[src/rtl/bram_pkg.sv]
// rtl/bram_pkg.sv - shared constants, types and helpers for the BRAM read path
package bram_pkg;

  localparam int BRAM_DATA_W = 16;
  localparam int RAM_DEPTH   = 1024;
  localparam int RAM_AW      = 10;

  typedef enum logic {
    ST_IDLE   = 1'b0,
    ST_ACTIVE = 1'b1
  } burst_state_e;

  function automatic int clog2(input int value);
    int r;
    r = 0;
    for (int i = 0; i < 31; i++) begin
      if ((32'sd1 <<< i) < value) r = i + 1;
    end
    return r;
  endfunction

endpackage

[src/rtl/bram_rd_fifo.sv]
// rtl/bram_rd_fifo.sv - generic synchronous show-ahead FIFO with push/pop/full/empty/level
module bram_rd_fifo
  import bram_pkg::*;
#(
  parameter int W     = 17,
  parameter int DEPTH = 8
) (
  input  logic                      clk,
  input  logic                      rst_n,
  input  logic                      push,
  input  logic                      pop,
  input  logic [W-1:0]              wdata,
  output logic [W-1:0]              rdata,
  output logic                      full,
  output logic                      empty,
  output logic [clog2(DEPTH):0]     level
);

  localparam int AW = clog2(DEPTH);
  localparam logic [AW:0] PTR_ONE = {{AW{1'b0}}, 1'b1};

  // Pointers carry one extra MSB so full and empty differ when the low bits match.
  logic [AW:0]  wr_ptr_q, wr_ptr_d;
  logic [AW:0]  rd_ptr_q, rd_ptr_d;
  logic [W-1:0] mem_q [DEPTH];

  always_comb begin
    wr_ptr_d = wr_ptr_q;
    rd_ptr_d = rd_ptr_q;
    if (push) wr_ptr_d = wr_ptr_q + PTR_ONE;
    if (pop)  rd_ptr_d = rd_ptr_q + PTR_ONE;
  end

  always_ff @(posedge clk or negedge rst_n) begin
    if (!rst_n) begin
      wr_ptr_q <= '0;
      rd_ptr_q <= '0;
    end else begin
      wr_ptr_q <= wr_ptr_d;
      rd_ptr_q <= rd_ptr_d;
    end
  end

  always_ff @(posedge clk) begin
    if (push) mem_q[wr_ptr_q[AW-1:0]] <= wdata;
  end

  assign rdata = mem_q[rd_ptr_q[AW-1:0]];
  assign empty = (wr_ptr_q == rd_ptr_q);
  assign full  = (wr_ptr_q[AW] != rd_ptr_q[AW]) &&
                 (wr_ptr_q[AW-1:0] == rd_ptr_q[AW-1:0]);
  assign level = wr_ptr_q - rd_ptr_q;

endmodule

[src/rtl/bram_rd_stream_buffer.sv]
// rtl/bram_rd_stream_buffer.sv - buffers the BRAM read stream, re-emits it with valid/ready, reports burst stats
module bram_rd_stream_buffer
  import bram_pkg::*;
#(
  parameter int DATA_W = BRAM_DATA_W,
  parameter int DEPTH  = 8,
  parameter int CNT_W  = 8
) (
  input  logic                  clk,
  input  logic                  rst,
  input  logic                  in_valid,
  input  logic [DATA_W-1:0]     in_data,
  input  logic                  in_last,
  output logic                  out_valid,
  input  logic                  out_ready,
  output logic [DATA_W-1:0]     out_data,
  output logic                  out_last,
  output logic [clog2(DEPTH):0] level,
  output logic                  overflow,
  input  logic                  ovf_clr,
  output logic                  burst_done,
  output logic [CNT_W-1:0]      burst_count,
  output logic [DATA_W-1:0]     burst_sum
);

  localparam logic [CNT_W-1:0] CNT_MAX = '1;
  localparam logic [CNT_W-1:0] CNT_ONE = {{(CNT_W-1){1'b0}}, 1'b1};

  logic              fifo_full, fifo_empty;
  logic              push, pop, drop;
  logic [DATA_W:0]   fifo_rdata;

  bram_rd_fifo #(
    .W     (DATA_W + 1),
    .DEPTH (DEPTH)
  ) u_fifo (
    .clk   (clk),
    .rst_n (rst),
    .push  (push),
    .pop   (pop),
    .wdata ({in_last, in_data}),
    .rdata (fifo_rdata),
    .full  (fifo_full),
    .empty (fifo_empty),
    .level (level)
  );

  // A pop frees a slot in the same cycle, so a full FIFO still accepts when the consumer drains.
  assign out_valid            = !fifo_empty;
  assign {out_last, out_data} = fifo_rdata;
  assign pop                  = !fifo_empty && out_ready;
  assign push                 = in_valid && (!fifo_full || pop);
  assign drop                 = in_valid && fifo_full && !pop;

  burst_state_e      state_q, state_d;
  logic [CNT_W-1:0]  acc_cnt_q, acc_cnt_d;
  logic [DATA_W-1:0] acc_sum_q, acc_sum_d;
  logic              overflow_q, overflow_d;
  logic              burst_done_q, burst_done_d;
  logic [CNT_W-1:0]  burst_count_q, burst_count_d;
  logic [DATA_W-1:0] burst_sum_q, burst_sum_d;
  logic [CNT_W-1:0]  base_cnt, beat_cnt;
  logic [DATA_W-1:0] base_sum, beat_sum;

  always_comb begin
    state_d       = state_q;
    acc_cnt_d     = acc_cnt_q;
    acc_sum_d     = acc_sum_q;
    burst_done_d  = 1'b0;
    burst_count_d = burst_count_q;
    burst_sum_d   = burst_sum_q;
    overflow_d    = drop ? 1'b1 : (ovf_clr ? 1'b0 : overflow_q);

    base_cnt = (state_q == ST_ACTIVE) ? acc_cnt_q : '0;
    base_sum = (state_q == ST_ACTIVE) ? acc_sum_q : '0;
    beat_cnt = base_cnt;
    beat_sum = base_sum;
    if (push) begin
      beat_cnt = (base_cnt == CNT_MAX) ? base_cnt : base_cnt + CNT_ONE;
      beat_sum = base_sum + in_data;
    end

    // A closing beat reports totals even when the beat itself was dropped.
    if (in_valid && in_last) begin
      burst_done_d  = 1'b1;
      burst_count_d = beat_cnt;
      burst_sum_d   = beat_sum;
      acc_cnt_d     = '0;
      acc_sum_d     = '0;
      state_d       = ST_IDLE;
    end else if (push) begin
      acc_cnt_d = beat_cnt;
      acc_sum_d = beat_sum;
      state_d   = ST_ACTIVE;
    end
  end

  always_ff @(posedge clk or negedge rst) begin
    if (!rst) begin
      state_q       <= ST_IDLE;
      acc_cnt_q     <= '0;
      acc_sum_q     <= '0;
      overflow_q    <= 1'b0;
      burst_done_q  <= 1'b0;
      burst_count_q <= '0;
      burst_sum_q   <= '0;
    end else begin
      state_q       <= state_d;
      acc_cnt_q     <= acc_cnt_d;
      acc_sum_q     <= acc_sum_d;
      overflow_q    <= overflow_d;
      burst_done_q  <= burst_done_d;
      burst_count_q <= burst_count_d;
      burst_sum_q   <= burst_sum_d;
    end
  end

  assign overflow    = overflow_q;
  assign burst_done  = burst_done_q;
  assign burst_count = burst_count_q;
  assign burst_sum   = burst_sum_q;

endmodule

[config.mk]
export PLATFORM = sky130hd
export DESIGN_NAME = bram_rd_stream_buffer
export DESIGN_NICKNAME = d
export VERILOG_FILES = /design/src/rtl/bram_pkg.sv /design/src/rtl/bram_rd_fifo.sv /design/src/rtl/bram_rd_stream_buffer.sv
export SDC_FILE = /design/constraint.sdc
export NUM_CORES = 1
export LEC_CHECK = 0
export BUFFER_PORTS_ARGS = -buffer_cell sky130_fd_sc_hd__buf_2
export CAP_MARGIN = 10
export CORE_ASPECT_RATIO = 0.7
export CORE_UTILIZATION = 35
export CTS_CLUSTER_DIAMETER = 40
export DETAILED_ROUTE_END_ITERATION = 10
export PLACE_DENSITY_LB_ADDON = 0.2
export SLEW_MARGIN = 20
export SYNTH_ARGS = -nofsm -noshare
export SYNTH_HDL_FRONTEND = slang
export SYNTH_SLANG_ARGS = --single-unit
[constraint.sdc]
create_clock -name clk -period 4.7 [get_ports clk]
set_clock_uncertainty 0.2 [all_clocks]
set_input_delay 0 -clock clk [delete_from_list [all_inputs] [get_ports clk]]
set_output_delay 0 -clock clk [all_outputs]
set_load 0.01 [all_outputs]
==> flow_metrics.py, run 1 <==
metrics = {
    "logic_synthesis": {
        "synth-main-ff-cell": "edfxtp_1",
        "synthArstFlopShare": 0.303,
        "syn_nets": 682,
        "yosysSeqAreaShare": 0.638,
        "synth_edf_count": 136,
        "synth-warning-count": 0,
        "syn_area_mm2": 0.00871,
        "synthTopCellsByArea": "edfxtp_1, dfrtp_1, mux4_2",
        "synth_cell_type_count": 58,
        "synth_cells": 637,
        "synth_top_area_share": 0.469,
        "synth_top_cell_by_area": "edfxtp_1",
        "syn_area_per_cell_um2": 13.7,
        "synth-seq-cells": 195,
    },
    "hold_path": {
        "worstHoldPathType": "primary input to async pin",
    },
    "detailed_routing": {
        "route.vias.total": 5479,
        "postRouteAntennaNets": 0,
        "dr.pass1.iters": 5,
        "viasPerCell": 5.14,
        "drcViolationCount": 0,
        "routedWlPerCell_um": 19.3,
        "initialDrtViolationCount": 416,
        "wirelength_um": 20600,
    },
    "clock_network": {
        "numCtsBuffers": 17,
        "path_clk_slew_ps": 70,
        "cts_num_sinks": 195,
        "cts_tree": "built",
        "ctsHtreeMaxLevel": 4,
        "clock_path_buffers": 2,
        "clkLatencyLatePin_ps": 450,
        "post_cts_buffers": 0,
        "cts_resized": 0,
        "cts_root_buf": "clkbuf_16",
    },
    "placed_design": {
        "gp_congestion": 0.812,
        "placed_cells": 1009,
        "dp_hpwl_um": 13600,
        "portBuffers": 69,
    },
    "setup_path": {
        "rr_worst_depth": 8,
        "cp.required_ps": 4660,
        "arrival_ps": 3920,
        "endpoint_kind": "flop",
        "r2r-start": "u_fifo.rd_ptr_q[2]",
        "crit_type": "flop to flop",
        "worstPathMaxFanout": 24,
        "cp_slowest_cell": "nor2_1",
        "worst_path_dominant_cell_family": "simple AND/OR/NAND/NOR gates",
        "cpPeakStageDelay_ps": 640,
        "crit_cells": 8,
        "critPathLaunch": "u_fifo.rd_ptr_q[2]",
        "worst_setup_path_start_kind": "flop",
        "critPathBufInv": 2,
        "worstPathCellList": "clkinv_1 > ha_1 > nand3_1 > nor3_4 > nor2b_4 > nand2_1 > nor2_1 > buf_12",
    },
    "grt": {
        "grt_pass1_wl_um": 32400,
        "overflow": 0,
        "grt_max_degree": 60,
        "grt.total_usage": 0.171,
        "grt_antenna_before_repair": 1,
        "first_global_vias": 5549,
    },
    "sta": {
        "hold_viol": 0,
        "rsz0062_at_grt": "no",
        "tns_ps": 0,
        "tightest_slew_ps": 797,
        "max_slew_margin": 0.469,
        "fmaxAchievable_mhz": 252,
        "finalMaxSlewViolations": 0,
        "fin_crit_sh": 0.843,
        "timing.final.crit_period_ps": 3960,
        "setup_violations": 0,
    },
    "floorplanning": {
        "num_rows": 47,
        "start_util": 0.362,
        "fp.dieW_um": 191,
        "io_pins": 70,
        "die_h_um": 134,
        "design.core.area_mm2": 0.0241,
        "die-area_mm2": 0.0255,
    },
    "final_layout": {
        "area_delta_synth_final_pct": 17.8,
        "fin_cells": 1065,
        "drive_above_1_share": 0.227,
        "nets": 778,
        "final_common_cell": "edfxtp_1",
        "mostFrequentLayoutCells": "edfxtp_1, nand2_1, buf_2",
        "nFillCells": 2192,
    },
    "power_and_ir_drop": {
        "leakage_uw": 0.00396,
        "vdd_drop_max_v": 0.000434,
        "power_density_mw_per_mm2": 572,
    },
    "job": {
        "maxCapViolCount": 0,
    },
    "outcome": {
        "outcome": "finished clean",
    },
}
[report_power, final]
| part | total [µW] | internal [µW] | switching (µW) |
|---|---|---|---|
| Clock | 1370 | 693 | 679 |
| Combinational | 2170 | 911 | 1260 |
| Sequential | 2330 | 2170 | 169 |
| Total | 5880 | 3770 | 2110 |
[cell usage after synthesis, types with 3 or more instances]
cell type / n
o21ai_0: 30
mux4_2: 34
buf_2: 6
a21oi_1: 36
inv_1: 13
nor2_1: 24
o22ai_1: 3
a21o_1: 5
o21a_1: 6
nand3_1: 10
nand4_1: 5
dfrtp_1: 59
xor2_1: 8
clkbuf_1: 19
ha_1: 21
xnor2_1: 17
nor3_1: 7
a31oi_1: 8
edfxtp_1: 136
a32o_1: 3
nand2_1: 111
a21boi_0: 3
and2_1: 18
[registers in the layout, indices dropped and copies added, names as in the netlist]
name / flops
overflow: 1
burst_count: 8
u_fifo.rd_ptr_q: 4
burst_done: 1
acc_sum_q: 16
burst_sum: 16
acc_cnt_q: 8
u_fifo.wr_ptr_q: 4
state_q: 1
u_fifo.mem_q: 136
[tightest hold or removal path: stages]
cell and delay, ps:
dlygate4sd3_1 520, buf_2 90, buf_4 610
[logic make-up after synthesis]
logic type | Yosys count | synth area share
muxes | 37 | 0.0915
xor gates and xnor gates | 26 | 0.0270
DFF | 195 | 0.638
and+or+nand+nor | 193 | 0.101
adders and majority gates | 23 | 0.0347
buffers and inverters | 45 | 0.0217
AOI/OAI and AO/OA | 118 | 0.0857
[final timing paths]
path,slack [ps],to
max in group asynchronous,3700,u_fifo.rd_ptr_q[0]
hold / removal,50,burst_count[6]
setup reg to reg,740,u_fifo.mem_q[7][13]
setup / recovery,740,u_fifo.mem_q[7][13]
min in group clk,210,u_fifo.mem_q[2][6]
hold reg to reg,280,burst_sum[11]
[through the flow]
stage / hold WS [ps] / worst slack (ps) / instance area, µm² / utilization / total power (µW)
6_report: 52.0 / 739 / 10300 / 0.427 / 5880
5_1_grt: 147 / 378 / 10300 / 0.427 / 6260
4_1_cts: 72.1 / 684 / 10300 / 0.427 / 5960
3_5_place_dp: 18.5 / 715 / 9490 / 0.395 / 4560
3_3_place_gp: -2.94 / 812 / 9490 / 0.395 / 4520
2_1_floorplan: -496 / 333 / 8710 / - / 3790
[area by class of cell]
type                       instances  area (µm²)  area share
tap                              318         398      0.0387
clock buffer                      18         429      0.0418
clock inverter                    14         119      0.0116
inverter                          15        56.3     0.00548
timing repair buffer             107         701      0.0682
multi-input combinational        397        3000       0.292
antenna                            1        2.50    0.000244
sequential                       195        5560       0.542
[repair_timing]
item                       CTS  global route
setup endpoints to repair    0             0
hold buffers                23             0
hold endpoints to repair   221             0
[metal layers]
layer,global-route usage,vias up,share of wire
met5,0,-,0
li1,-,2573,-
met4,0.0453,0,0.0085
met1,0.258,2792,0.52
met3,0.0408,13,0.040
met2,0.246,101,0.43
Power figures use the tool's default switching activity.
==> inputs of run 2 (changes only) <==
- ABC_AREA: not set -> 1
- clock period: 4.7 -> 3.9 ns (I/O delays scaled with it)
==> run 2 against run 1 <==
Compared with the run above: global-route usage is 0.41 points higher; setup slack better by 110 ps; hold slack worse by 5.9 ps; largest cell class unchanged; largest power group is now combinational logic; highest routed layer unchanged.
==> flow_metrics.py, run 2 <==
metrics = {
    "grt": {
        "grt.total_usage": 0.175,
        "first_global_vias": 6299,
        "overflow": 0,
        "grt_antenna_before_repair": 0,
        "grt_pass1_wl_um": 35500,
        "grt_max_degree": 71,
    },
    "logic_synthesis": {
        "syn_nets": 976,
        "syn_area_per_cell_um2": 9.78,
        "synth-seq-cells": 195,
        "synth-warning-count": 0,
        "synth_cell_type_count": 38,
        "synthArstFlopShare": 0.303,
        "synth_top_area_share": 0.449,
        "synth_cells": 931,
        "yosysSeqAreaShare": 0.611,
        "synth-main-ff-cell": "edfxtp_1",
        "synthTopCellsByArea": "edfxtp_1, dfrtp_1, nand2_1",
        "yosys-top-cells-count": "nand2_1, nor2_1, edfxtp_1",
        "syn_area_mm2": 0.00910,
        "synth_top_cell_by_area": "edfxtp_1",
        "synth_edf_count": 136,
        "yosysMostFrequentCell": "nand2_1",
    },
    "detailed_routing": {
        "route.vias.total": 6646,
        "initialDrtViolationCount": 526,
        "postRouteAntennaNets": 0,
        "dr.pass1.iters": 6,
        "viasPerCell": 4.90,
        "drcViolationCount": 0,
        "wirelength_um": 22500,
        "routedWlPerCell_um": 16.6,
    },
    "sta": {
        "hold_viol": 0,
        "finalMaxSlewViolations": 0,
        "timing.final.crit_period_ps": 3050,
        "tightest_slew_ps": 995,
        "setup_violations": 0,
        "fmaxAchievable_mhz": 328,
        "max_slew_margin": 0.337,
        "rsz0062_at_grt": "no",
        "tns_ps": 0,
        "fin_crit_sh": 0.781,
    },
    "setup_path": {
        "worstPathCellList": "buf_4 > clkinv_1 > buf_4 > o21ai_0 > o22ai_1 > nor2_1 > a31oi_1 > buf_2",
        "cpPeakStageDelay_ps": 600,
        "path_common_cell": "buf_4",
        "worstPathMaxFanout": 70,
        "cp_slowest_cell": "buf_4",
        "critPathBufInv": 4,
        "arrival_ps": 2850,
        "crit_type": "flop to output pin",
        "worst_setup_path_start_kind": "flop",
        "worst_path_dominant_cell_family": "buffers and inverters",
        "cp.required_ps": 3700,
        "endpoint_kind": "output pin",
    },
    "final_layout": {
        "final_util": 0.421,
        "area_delta_synth_final_pct": 16.1,
        "drive_above_1_share": 0.139,
        "mostFrequentLayoutCells": "nand2_1, nor2_1, edfxtp_1",
        "num_antenna_cells": 0,
        "largest_reg_flops": 136,
        "nets": 1062,
        "stdcell_area_mm2": 0.0106,
        "final_common_cell": "nand2_1",
    },
    "floorplanning": {
        "fp.dieW_um": 195,
        "num_rows": 48,
        "design.core.area_mm2": 0.0251,
        "start_util": 0.363,
        "io_pins": 70,
        "die-area_mm2": 0.0267,
        "die_h_um": 137,
    },
    "clock_network": {
        "cts_tree": "built",
        "cts_root_buf": "clkbuf_16",
        "post_cts_buffers": 0,
        "ctsHtreeMaxLevel": 4,
        "cts_resized": 0,
        "clkLatencyLatePin_ps": 430,
        "cts_hold_buf": 22,
        "path_clk_slew_ps": 70,
        "cts_num_sinks": 195,
        "clock_path_buffers": 2,
        "numCtsBuffers": 17,
    },
    "outcome": {
        "outcome": "finished clean",
    },
    "power_and_ir_drop": {
        "swShare": 0.389,
        "vdd_drop_max_v": 0.000356,
        "p_sw_uw": 2830,
        "combPwrFrac": 0.384,
        "leakage_uw": 0.00455,
        "clockPowerShare": 0.234,
        "power_density_mw_per_mm2": 688,
        "p_seq_frac": 0.382,
        "internal-power_uw": 4450,
    },
    "placed_design": {
        "gp_congestion": 0.836,
        "dpl-instance-area_mm2": 0.00979,
        "dp_hpwl_um": 13800,
        "portBuffers": 69,
    },
    "hold_path": {
        "worstHoldPathType": "primary input to async pin",
    },
    "job": {
        "maxCapViolCount": 0,
    },
}
-- run 2: changes by cell type in the layout (fill, tap and decap cells not counted), sizes merged, moves of 6 or more --
cell   before  now
a21o        7    0
inv        20   90
nor2       25  163
a31oi       8   21
and2       20    2
nand2     111  183
mux4       34    0
xnor2      18    5
o22ai       3   18
o21a        6    0
nand3      10   40
o21ai      32   91
-- run 2: cells by family after synthesis --
kind of cell | share of synthesized area
adder cells (fa/ha/maj) | 0.0333
AND/OR/NAND/NOR | 0.181
AO/OA/AOI/OAI | 0.0987
XOR/XNOR | 0.0181
flip-flops | 0.611
buffers and inverters | 0.0583
-- run 2: cell type report --
cell class,instances,area [µm²]
clock buffer,17,425
clock inverter,15,131
fill,2434,14500
inverter,88,330
multi-input combinational,607,3020
sequential,195,5560
tap,325,407
timing repair buffer,108,693
-- run 2: metrics by stage --
| step | setup WS, ps | std cells | total power, µW | hold WS, ps |
|---|---|---|---|---|
| after floorplan | 620 | 931 | 4660 | -496 |
| after global placement | 984 | 1301 | 5620 | -8.35 |
| after detailed placement | 1000 | 1301 | 5620 | -2.14 |
| after CTS | 864 | 1355 | 7360 | 59.0 |
| after global routing | 661 | 1355 | 7780 | 113 |
| final | 853 | 1355 | 7270 | 46.0 |
-- run 2: path summary, 6_finish.rpt --
| check | start | endpoint | slack, ps | cells past startpoint |
|---|---|---|---|---|
| worst max-delay path | u_fifo.rd_ptr_q[0] | out_data[14] | 850 | 8 |
| worst min-delay path | rst | burst_done | 50 | 2 |
| worst max register to register | state_q | acc_sum_q[10] | 930 | 12 |
| worst min register to register | burst_sum[8] | burst_sum[8] | 280 | 2 |
| max in group asynchronous | rst | u_fifo.rd_ptr_q[0] | 2570 | 3 |
| min in group clk | in_data[7] | u_fifo.mem_q[6][7] | 210 | 2 |
-- run 2: layer usage --
layer  up-vias  global-route usage  routed length (µm)
met5         -                   0                   0
met4         0              0.0459                 187
met1      3208               0.262               11900
met2       131               0.256                9400
met3        14              0.0375                1040
li1       3293                   -                   -
-- run 2: power groups by stage --
stage	logic (µW)	clock network [µW]	registers (µW)
after floorplan	1850	0	2810
after global placement	2800	0	2820
after detailed placement	2800	0	2820
after CTS	2830	1750	2780
after global routing	3150	1810	2820
final	2800	1700	2780
==> inputs of run 3 (changes only) <==
- ABC_AREA: 1 -> 0
- clock period: 3.9 -> 3.2 ns (I/O delays scaled with it)
==> run 3 against run 2 <==
Compared with the run above: clock power grew 26%; setup slack lost 680 ps; core utilization grew 1.2 points; non-clock buffer count grew 10; flip-flop and latch count is the same; sequential share of layout area grew 0.76 points; critical path type is now flop to flop; largest power group is now sequential cells.
==> flow_metrics.py, run 3 (same netlist as run 1, synthesis figures left out) <==
metrics = {
    "final_layout": {
        "num_antenna_cells": 0,
        "largest_reg_flops": 136,
        "nFillCells": 2194,
        "nets": 789,
        "final_common_cell": "edfxtp_1",
        "mostFrequentLayoutCells": "edfxtp_1, nand2_1, buf_2",
        "fin_cells": 1075,
        "area_delta_synth_final_pct": 19.5,
        "drive_above_1_share": 0.236,
    },
    "setup_path": {
        "worst_setup_path_start_kind": "flop",
        "arrival_ps": 3160,
        "critPathCapture": "acc_sum_q[5]",
        "ff2ff_setup_slack_ps": 180,
        "rr_worst_depth": 8,
        "cp.required_ps": 3330,
        "worstPathMaxFanout": 16,
        "critPathLaunch": "u_fifo.wr_ptr_q[1]",
        "r2r-start": "u_fifo.wr_ptr_q[1]",
        "crit_type": "flop to flop",
        "reg2reg_to": "acc_sum_q[5]",
        "endpoint_kind": "flop",
    },
    "grt": {
        "first_global_vias": 5601,
        "overflow": 0,
        "grt_max_degree": 45,
        "grt_antenna_before_repair": 0,
        "grt_pass1_wl_um": 32400,
        "grt.total_usage": 0.172,
    },
    "clock_network": {
        "path_clk_slew_ps": 80,
        "cts_num_sinks": 195,
        "cts_tree": "built",
        "clock_path_buffers": 2,
        "clkLatencyLatePin_ps": 450,
        "cts_root_buf": "clkbuf_16",
        "numCtsBuffers": 17,
        "ctsHtreeMaxLevel": 4,
    },
    "hold_path": {
        "worstHoldPathType": "primary input to flop",
    },
    "sta": {
        "fin_crit_sh": 0.945,
        "whs_ps": 209,
        "fmaxAchievable_mhz": 331,
        "tns_ps": 0,
        "finalMaxSlewViolations": 0,
        "hold_viol": 0,
        "tightest_slew_ps": 777,
        "timing.final.crit_period_ps": 3020,
        "rsz0062_at_grt": "no",
        "setup_violations": 0,
        "max_slew_margin": 0.482,
    },
    "outcome": {
        "outcome": "finished clean",
    },
    "detailed_routing": {
        "route.vias.total": 5453,
        "viasPerCell": 5.07,
        "postRouteAntennaNets": 0,
        "dr.pass1.iters": 5,
        "wirelength_um": 20600,
        "initialDrtViolationCount": 481,
        "drcViolationCount": 0,
        "routedWlPerCell_um": 19.2,
    },
    "floorplanning": {
        "start_util": 0.362,
        "fp.dieW_um": 191,
        "io_pins": 70,
        "num_rows": 47,
        "die_h_um": 134,
        "die-area_mm2": 0.0255,
        "design.core.area_mm2": 0.0241,
    },
    "power_and_ir_drop": {
        "clockPowerShare": 0.242,
        "combPwrFrac": 0.374,
        "p_seq_frac": 0.384,
        "swShare": 0.353,
        "leakage_uw": 0.00404,
        "internal-power_uw": 5740,
        "p_sw_uw": 3130,
        "power_density_mw_per_mm2": 852,
        "vdd_drop_max_v": 0.000454,
        "p_total_uw": 8870,
    },
    "placed_design": {
        "placed_cells": 1017,
        "portBuffers": 69,
        "dp_hpwl_um": 13700,
        "gp_congestion": 0.813,
    },
    "job": {
        "maxCapViolCount": 0,
    },
}
-- run 3: cell count changes in the layout (fill, tap and decap cells not counted), sizes merged, moves of 15 or more --
cell and change:
nor2 -138, nand3 -30, mux4 +34, o21ai -59, nand2 -72, and2 +18, o22ai -15, inv -70
-- run 3: repair_timing --
item / 4_1_cts / 5_1_grt
endpoints found under the hold margin: 202 / 43
resized for setup: 0 / 2
buffers inserted: 0 / 2
endpoints found under the setup margin: 0 / 1
hold buffers: 23 / 1
-- run 3: per-layer routing --
metal,vias up,global-route usage,share of wire,routed length (µm)
li1,2580,-,-,-
met1,2737,0.252,0.50,10300
met2,121,0.261,0.46,9400
met3,15,0.0311,0.036,737
met4,0,0.0507,0.012,238
met5,-,0,0,0
-- run 3: worst min-delay path by stage --
| stage | startpoint | end | slack [ps] | depth (start not counted) |
|---|---|---|---|---|
| after floorplan | rst | acc_cnt_q[0] | -500 | 0 |
| after global placement | ovf_clr | overflow | -5 | 2 |
| after detailed placement | ovf_clr | overflow | -4 | 2 |
| after CTS | rst | burst_count[6] | 100 | 2 |
| after global routing | in_data[8] | u_fifo.mem_q[6][8] | 220 | 2 |
| final | in_data[7] | u_fifo.mem_q[3][7] | 210 | 2 |
-- run 3: per-stage QoR --
step	instance area, µm²	util	worst slack (ps)
detailed placement	9580	0.398	231
global placement	9580	0.398	367
global route	10400	0.433	23.0
floorplan	8790	-	1.71
CTS	10400	0.432	142
finish	10400	0.433	176
-- run 3: layout make-up --
cell class                 instances  area [µm²]  share of cell area
clock buffer                      19         433              0.0416
clock inverter                    13         146              0.0141
inverter                          15        56.3             0.00540
multi-input combinational        397        3040               0.292
sequential                       195        5560               0.534
tap                              318         398              0.0382
timing repair buffer             118         779              0.0748
-- run 3: power by group through the flow --
stage	sequential, µW	clock, µW	combinational (µW)
floorplan	3430	0	2200
global placement	3440	0	3310
detailed placement	3460	0	3330
CTS	3410	2190	3380
global route	3460	2280	3660
finish	3410	2150	3310
-- run 3: worst max-delay path: stages (launching register included) --
cell	delay, ps
dfrtp_1	550
ha_1	400
nand3_1	180
o31ai_4	450
buf_6	240
nor2_1	80
a21oi_1	120
o22ai_1	100
dlygate4sd3_1	580
